<file path="config.mk">
export PLATFORM = sky130hd
export DESIGN_NAME = dwt53_row_fwd
export DESIGN_NICKNAME = d
export VERILOG_FILES = /design/src/rtl/dwt53_row_fwd.sv
export SDC_FILE = /design/constraint.sdc
export NUM_CORES = 1
export LEC_CHECK = 0
export CAP_MARGIN = 5
export CORE_UTILIZATION = 27
export DETAILED_ROUTE_END_ITERATION = 16
export PLACE_DENSITY = 0.48
export SLEW_MARGIN = 20
export SYNTH_ARGS = -nofsm -noshare
export SYNTH_HDL_FRONTEND = slang
export SYNTH_SLANG_ARGS = --single-unit
</file>
<file path="constraint.sdc">
create_clock -name clk_i -period 10.8 [get_ports clk_i]
set_clock_uncertainty 0.05 [all_clocks]
set_input_delay 1.62 -clock clk_i [delete_from_list [all_inputs] [get_ports clk_i]]
set_output_delay 1.62 -clock clk_i [all_outputs]
set_load 0.03 [all_outputs]
</file>
<file path="src/rtl/dwt53_row_fwd.sv">
// Forward 5/3 lifting DWT over one line, emitting interleaved L,H; DWT53_BYPASS_EN adds a per-line pass-through.
// Latency: L[n] one cycle after x[2n+2] (or the tlast sample); H[n] the cycle after L[n] is taken.
// Backpressure: results sit in a 3-entry queue; input is held off until the worst-case push for the state fits.
module dwt53_row_fwd #(
    parameter int DataWidth = 16,
    parameter int OutWidth  = DataWidth + 1
) (
    input  logic                 clk_i,
    input  logic                 rst_i,
`ifdef DWT53_BYPASS_EN
    input  logic                 bypass_i,
`endif
    input  logic                 s_axis_tvalid,
    input  logic                 s_axis_tuser,
    input  logic                 s_axis_tlast,
    input  logic [DataWidth-1:0] s_axis_tdata,
    output logic                 s_axis_tready,
    output logic                 m_axis_tvalid,
    output logic                 m_axis_tuser,
    output logic                 m_axis_tlast,
    output logic [OutWidth-1:0]  m_axis_tdata,
    input  logic                 m_axis_tready
);

    localparam int AW = OutWidth + 2;
    localparam logic signed [AW-1:0] RND = AW'(2);

    typedef enum logic [1:0] {FIRST, ODD, EVEN, FLUSH} state_t;
    typedef struct packed {
        logic                user;
        logic                last;
        logic [OutWidth-1:0] dat;
    } entry_t;

    state_t               state, state_n;
    entry_t               q [3];
    entry_t               q_n [3];
    entry_t               push [3];
    logic [1:0]           cnt, cnt_n, npush, c0;
    logic [DataWidth-1:0] x_even, x_odd;
    logic [OutWidth-1:0]  h_prev;
    logic                 first_pair, user_l, line_byp, byp_sel;
    logic                 at_first, take, pop;
    logic [2:0]           need, space;
    logic signed [AW-1:0] xin, xe, xo, h_a, h_b, h_n, hp, l_n, l_fin;

    function automatic logic signed [AW-1:0] sx_d(input logic [DataWidth-1:0] v);
        return {{(AW-DataWidth){v[DataWidth-1]}}, v};
    endfunction

    function automatic logic signed [AW-1:0] sx_o(input logic [OutWidth-1:0] v);
        return {{(AW-OutWidth){v[OutWidth-1]}}, v};
    endfunction

    assign at_first = (state == FIRST) || (state == FLUSH);
`ifdef DWT53_BYPASS_EN
    assign byp_sel = at_first ? bypass_i : line_byp;
`else
    assign byp_sel = 1'b0;
`endif

    assign m_axis_tvalid = (cnt != 2'd0);
    assign m_axis_tuser  = q[0].user;
    assign m_axis_tlast  = q[0].last;
    assign m_axis_tdata  = q[0].dat;
    assign pop           = m_axis_tvalid && m_axis_tready;
    assign take          = s_axis_tvalid && s_axis_tready;

    // In ODD the incoming sample is x[2n+1] and x[2n+2] is mirrored onto x[2n].
    assign xin   = sx_d(s_axis_tdata);
    assign xe    = sx_d(x_even);
    assign xo    = sx_d(x_odd);
    assign h_a   = (state == ODD) ? xin : xo;
    assign h_b   = (state == ODD) ? xe : xin;
    assign h_n   = h_a - ((xe + h_b) >>> 1);
    assign hp    = first_pair ? h_n : sx_o(h_prev);
    assign l_n   = xe + ((hp + h_n + RND) >>> 2);
    assign l_fin = xin + ((h_n + h_n + RND) >>> 2);

    always_comb begin
        need = 3'd1;
        if (!at_first && !line_byp)
            need = (state == EVEN) ? 3'd3 : 3'd2;
        space = 3'd3 - {1'b0, cnt} + {2'b0, pop};
        if (state == FLUSH)
            s_axis_tready = pop && q[0].last;
        else
            s_axis_tready = (space >= need);
    end

    always_comb begin
        state_n = state;
        npush   = 2'd0;
        for (int i = 0; i < 3; i++) push[i] = '0;
        if (take) begin
            case (state)
                FIRST, FLUSH: begin
                    if (byp_sel || s_axis_tlast) begin
                        push[0] = '{user: s_axis_tuser, last: s_axis_tlast, dat: xin[OutWidth-1:0]};
                        npush   = 2'd1;
                    end
                    state_n = s_axis_tlast ? FLUSH : ODD;
                end
                ODD: begin
                    if (line_byp) begin
                        push[0] = '{user: 1'b0, last: s_axis_tlast, dat: xin[OutWidth-1:0]};
                        npush   = 2'd1;
                        state_n = s_axis_tlast ? FLUSH : ODD;
                    end else if (s_axis_tlast) begin
                        push[0] = '{user: first_pair && user_l, last: 1'b0, dat: l_n[OutWidth-1:0]};
                        push[1] = '{user: 1'b0, last: 1'b1, dat: h_n[OutWidth-1:0]};
                        npush   = 2'd2;
                        state_n = FLUSH;
                    end else begin
                        state_n = EVEN;
                    end
                end
                EVEN: begin
                    push[0] = '{user: first_pair && user_l, last: 1'b0, dat: l_n[OutWidth-1:0]};
                    push[1] = '{user: 1'b0, last: 1'b0, dat: h_n[OutWidth-1:0]};
                    if (s_axis_tlast) begin
                        push[2] = '{user: 1'b0, last: 1'b1, dat: l_fin[OutWidth-1:0]};
                        npush   = 2'd3;
                        state_n = FLUSH;
                    end else begin
                        npush   = 2'd2;
                        state_n = ODD;
                    end
                end
                default: ;
            endcase
        end else if (state == FLUSH && pop && q[0].last) begin
            state_n = FIRST;
        end
    end

    // Pop shifts the queue down; pushes append behind whatever remains.
    always_comb begin
        logic [1:0] wi;
        c0 = cnt - {1'b0, pop};
        q_n[0] = pop ? q[1] : q[0];
        q_n[1] = pop ? q[2] : q[1];
        q_n[2] = q[2];
        for (int j = 0; j < 3; j++) begin
            wi = c0 + 2'(j);
            if (j < int'(npush) && wi != 2'd3)
                q_n[wi] = push[j];
        end
        cnt_n = c0 + npush;
    end

    always_ff @(posedge clk_i or posedge rst_i) begin
        if (rst_i) begin
            state      <= FIRST;
            cnt        <= 2'd0;
            for (int i = 0; i < 3; i++) q[i] <= '0;
            x_even     <= '0;
            x_odd      <= '0;
            h_prev     <= '0;
            first_pair <= 1'b1;
            user_l     <= 1'b0;
            line_byp   <= 1'b0;
        end else begin
            state <= state_n;
            cnt   <= cnt_n;
            q     <= q_n;
            if (take) begin
                if (at_first) begin
                    x_even     <= s_axis_tdata;
                    user_l     <= s_axis_tuser;
                    first_pair <= 1'b1;
                    line_byp   <= byp_sel;
                end else if (state == ODD) begin
                    x_odd <= s_axis_tdata;
                end else if (state == EVEN) begin
                    x_even     <= s_axis_tdata;
                    h_prev     <= h_n[OutWidth-1:0];
                    first_pair <= 1'b0;
                end
            end
        end
    end

endmodule

</file>
==> impl_metrics.toml, run 1 <==
[die]
io_pins = 43
core_area_sq_um = 40100
die_x_microns = 205
fp.dieArea_sq_um = 41900
start_util_pct = 27.7
die_h_microns = 205
row_count = 73

[global_routing]
grt.overflow.total = 0
track_usage_pct = 16.5
antenna_found_initial = 0
grt_pass1_wl_microns = 53800
grt_pass1_vias = 9411
grt_start_max_net_pins = 68

[logic_synthesis]
synth-seq-cells = 112
synth_nets = 1459
seq_area_frac_synth_pct = 25.3
avgSynthCellArea_sq_um = 8.38
synthesis.area_sq_um = 11100
yosysWarnings = 0
synth_top_flop_cell = "dfrtp_1"
synthArstFlopShare_pct = 100
synth_cells = 1324
yosysUniqueCellTypes = 80
synth_edf_count = 0

[clock_tree]
clk_latency_ns = 0.38
clockBufferDepth = 2
root_buffer = "clkbuf_16"
postCtsHoldBufs = 0
htreeDepth = 3
post_cts_resized = 0
cts_sinks = 112
cts_tree = "built"
cts_made_buffers = 9
clk_pin_slew_ns = 0.09
postCtsSetupRepairBufs = 0

[critical_path]
cp_data_arrival_time_ns = 10.16
cpPeakStageDelay_ns = 0.56
cpMostUsedCell = "a21oi_1"
cp.required_ns = 11.02
slowest_stage = "clkdlybuf4s50_1"
criticalPathCategory = "input port to flip-flop"
worst-path-max-fanout = 6
end_kind = "flip-flop"
critPathLaunchType = "input port"

[run_status]
outcome = "complete, no violations"

[sta]
tns_ns = 0
rsz0062_at_grt = "no"
final-setup-viol-count = 0
min_period_ns = 9.93
fin_crit_sh_pct = 92.0
max_freq_mhz = 101
slew_headroom_pct = 31.6
hold_viol_final = 0
worstMarginPinSlew_ns = 1.03
slew_violations = 0

[cells_and_area]
area_delta_synth_final_pct = 11.0
antenna_cells = 0
num-fill-cells = 4248
drive_gt1_share_pct = 12.2
nets = 1460

[drt]
topRoutingLayerUsed = "met4"
drc = 0
met3_length_microns = 1190
vias = 9752
wl_met1_microns = 17400
wl_microns = 34000
wl_per_cell_microns = 18.3
ant_nets = 0
viasPerCell = 5.26
drt_iter0_markers = 813
dr_wl_met2_microns = 15100
drt_first_pass_iters = 5

[flow_run]
max_cap_violations = 0

[placement]
dpl.hpwl_microns = 25700
gp_congestion = 0.844
io_buffers = 42

[worst_hold_path]
holdCritPathClass = "flip-flop to flip-flop"
## Yosys cell counts (23+ instances only)
master,count,area share [%]
a211oi_1,33,2.2
a21oi_1,111,5.0
a31oi_1,23,1.3
clkbuf_1,48,1.6
dfrtp_1,111,25
ha_1,107,12
inv_1,51,1.7
mux2_2,86,8.7
nand2_1,164,5.5
nand3_1,40,1.8
nor2_1,106,3.6
nor3_1,30,1.4
o21ai_0,55,2.5
xnor2_1,45,3.6
xor2_1,26,2.1
## per-layer routing
layer | vias up | GRT usage [%]
met5 | - | 0
met4 | 0 | 3.44
met3 | 22 | 2.00
met2 | 205 | 26.3
met1 | 4730 | 23.8
li1 | 4795 | -
## logic make-up (layout without fill, tap and decap cells)
kind of cell | count (synthesis) | in the layout | synth area share (%)
xor+xnor | 80 | 80 | 7.47
fa+ha+maj | 113 | 113 | 13.2
mux | 92 | 92 | 9.27
flops | 112 | 112 | 25.3
compound gates | 367 | 367 | 21.7
simple gates | 432 | 432 | 18.1
buf+inv | 128 | 134 | 5.06
## cell usage in the layout (no fill, tap or decap), drive strengths merged, types with 12 or more instances in the layout
cell / n
a211oi: 35
a21o: 22
a21oi: 113
a311oi: 18
a31oi: 23
and3: 18
buf: 24
clkbuf: 12
clkdlybuf4s50: 42
dfrtp: 111
ha: 107
inv: 54
mux2: 86
nand2: 165
nand2b: 13
nand3: 41
nor2: 106
nor3: 31
o21ai: 61
xnor2: 49
xor2: 29
## registers in the layout (all words and copies together) (netlist names)
signal / cells
cnt: 2
first_pair: 1
h_prev: 17
m_axis_tdata: 17
m_axis_tlast: 1
m_axis_tuser: 1
q: 38
state: 2
user_l: 1
x_even: 16
x_odd: 16
## final timing paths
path | endpoint | cells past startpoint | slack [ns] | startpoint
worst max-delay path | q[16]$_DFF_PP0_ | 38 | 0.87 | s_axis_tdata[2]
worst min-delay path | h_prev[1]$_DFFE_PP0P_ | 2 | 0.44 | h_prev[1]$_DFFE_PP0P_
worst max register to register | q[16]$_DFF_PP0_ | 39 | 1.42 | state[1]$_DFFE_PP0P_
worst min register to register | h_prev[1]$_DFFE_PP0P_ | 2 | 0.44 | h_prev[1]$_DFFE_PP0P_
max in group asynchronous | h_prev[10]$_DFFE_PP0P_ | 3 | 7.68 | rst_i
min in group asynchronous | m_axis_tlast$_DFF_PP0_ | 2 | 1.64 | rst_i
## through the flow
stage / cells / hold slack [ns] / instance area, sq um / setup slack, ns / util, %
finish: 1855 / 0.435 / 12300 / 0.868 / 30.7
floorplan: 1324 / 0.395 / 11100 / 2.24 / -
detailed placement: 1839 / 0.419 / 12000 / 0.573 / 29.9
global route: 1855 / 0.468 / 12300 / 0.175 / 30.7
global placement: 1839 / 0.410 / 12000 / 0.514 / 29.9
CTS: 1855 / 0.438 / 12300 / 0.947 / 30.7
## worst max-delay path, delay by kind of cell
family                   cells  cell delay [ns]
AO/OA/AOI/OAI               18             3.46
XOR/XNOR                     4             1.19
adder cells (fa/ha/maj)      5             1.57
buffers and inverters        2             0.80
multiplexers                 2             0.65
AND/OR/NAND/NOR              7             0.87
## layout make-up
class	instances	area, sq um	area share [%]
Multi-Input combinational cell	1084	7740	62.9
Sequential cell	112	2800	22.8
Tap cell	525	657	5.33
Timing Repair Buffer	66	601	4.88
Clock buffer	12	256	2.08
Inverter	52	198	1.61
Clock inverter	4	58.8	0.477
Power of run 1 is left out: the tool's default activity adds up to more than one toggle a clock period on the data nets, which glitch-free logic cannot reach.
==> run 2: changes to the inputs <==
PLACE_DENSITY = 0.38   (was 0.48)
==> run 2 against run 1 <==
Global-route usage up 1.6 points; highest routed layer unchanged; critical path type unchanged; hold slack worse by 0.0015 ns; via count down 1.3%.
==> impl_metrics.toml, run 2 (synthesis results as in run 1) <==
[cells_and_area]
multi_input_area_sq_um = 7760
nets = 1466
mostFrequentLayoutCells = "nand2_1, a21oi_1, dfrtp_1"
layout_commonest_cell = "nand2_1"
regArea_sq_um = 2800
area_delta_synth_final_pct = 11.5
num-fill-cells = 4223
largest_reg_flops = 38
antenna_cells = 0
top_register = "q"
drive_gt1_share_pct = 12.5

[global_routing]
grt.overflow.total = 0
antenna_found_initial = 0
grt_pass1_vias = 9668
grt_start_max_net_pins = 61
track_usage_pct = 18.1
grt_pass1_wl_microns = 57600

[sta]
fin_ws_ns = 0.771
worstMarginPinSlew_ns = 1.06
rsz0062_at_grt = "no"
fin_crit_sh_pct = 92.9
hold_viol_final = 0
final-setup-viol-count = 0
tns_ns = 0
min_period_ns = 10.03
slew_headroom_pct = 29.2
slew_violations = 0
max_freq_mhz = 99.7

[run_status]
outcome = "complete, no violations"

[clock_tree]
root_buffer = "clkbuf_16"
cts_tree = "built"
clk_latency_ns = 0.38
post_cts_resized = 0
cts_sinks = 112
htreeDepth = 3
cts_made_buffers = 9
postCtsSetupRepairBufs = 0
postCtsHoldBufs = 0
clockBufferDepth = 2
clk_pin_slew_ns = 0.08

[die]
row_count = 73
io_pins = 43
die_h_microns = 205
core_area_sq_um = 40100
fp.dieArea_sq_um = 41900
die_x_microns = 205
start_util_pct = 27.7

[critical_path]
end_kind = "flip-flop"
critPathLaunch = "s_axis_tdata[2]"
critPathLaunchType = "input port"
slowest_stage = "xor3_1"
worst-path-max-fanout = 6
cp.required_ns = 11.00
cpMostUsedCell = "a21oi_1"
reg2regPathDepth = 39
cp_data_arrival_time_ns = 10.22
reg2reg_slack_ns = 1.24
cp-endpoint = "q[16]$_DFF_PP0_"
reg2reg_from = "state[1]$_DFFE_PP0P_"
criticalPathCategory = "input port to flip-flop"
worstReg2RegEnd = "q[16]$_DFF_PP0_"
cpPeakStageDelay_ns = 0.46

[placement]
io_buffers = 42
gp_congestion = 0.795
dpl.hpwl_microns = 27700
pre_cts_slack_ns = 0.441

[drt]
drt_iter0_markers = 604
wl_per_cell_microns = 19.7
drc = 0
wl_microns = 36700
vias = 9623
drt_first_pass_iters = 5
viasPerCell = 5.17
ant_nets = 0

[flow_run]
max_cap_violations = 0

[worst_hold_path]
holdCritPathClass = "flip-flop to flip-flop"
## run 2: cell types whose count changed in the layout (fill, tap and decap cells not counted), sizes merged
cell and change:
buf +6, clkbuf +1, clkinv -1, clkinvlp +1, inv -2
## run 2: critical path: cells and delay by family
family / cells / cell delay (ns)
compound gates: 18 / 3.52
fa+ha+maj: 5 / 1.59
xor+xnor: 4 / 1.21
simple gates: 7 / 0.92
buf+inv: 3 / 0.79
mux: 2 / 0.58
## run 2: through the flow
| stage | area [sq um] | utilization [%] | hold slack, ns | cells |
|---|---|---|---|---|
| after floorplan | 11100 | - | 0.395 | 1324 |
| after global placement | 12100 | 30.1 | 0.414 | 1845 |
| after detailed placement | 12100 | 30.1 | 0.421 | 1845 |
| after CTS | 12400 | 30.8 | 0.440 | 1860 |
| after global routing | 12400 | 30.8 | 0.467 | 1860 |
| final | 12400 | 30.8 | 0.434 | 1860 |
## run 2: how the worst min path moves through the flow
stage	slack (ns)	from	end	cells after the start
2_1_floorplan	0.39	h_prev[1]$_DFFE_PP0P_	h_prev[1]$_DFFE_PP0P_	2
3_3_place_gp	0.41	h_prev[11]$_DFFE_PP0P_	h_prev[11]$_DFFE_PP0P_	2
3_5_place_dp	0.42	h_prev[1]$_DFFE_PP0P_	h_prev[1]$_DFFE_PP0P_	2
4_1_cts	0.44	h_prev[1]$_DFFE_PP0P_	h_prev[1]$_DFFE_PP0P_	2
5_1_grt	0.47	h_prev[6]$_DFFE_PP0P_	h_prev[6]$_DFFE_PP0P_	1
6_report	0.43	h_prev[1]$_DFFE_PP0P_	h_prev[1]$_DFFE_PP0P_	2
## run 2: area by class of cell
cell class,instances,area share (%)
clock buffers,13,2.19
clock inverters,2,0.303
inverters,52,1.60
multi-input cells,1084,62.7
flip-flops and latches,112,22.7
well taps,525,5.31
repair buffers,72,5.22
## run 2: layer usage
layer,vias up,part of all wire [%],GRT usage (%),routed length [microns]
met5,-,0,0,0
met4,0,1.4,4.58,508
met3,20,3.2,2.34,1160
met2,158,45,28.9,16500
met1,4622,51,25.5,18600
li1,4823,-,-,-
Power of run 2 is left out for the same reason.
==> run 3: changes to the inputs <==
CAP_MARGIN = not set   (was 5)
==> results of run 3 <==
Same layout as run 2: the final DEF is identical, and so are final timing and power.
Power of run 3 is left out for the same reason.
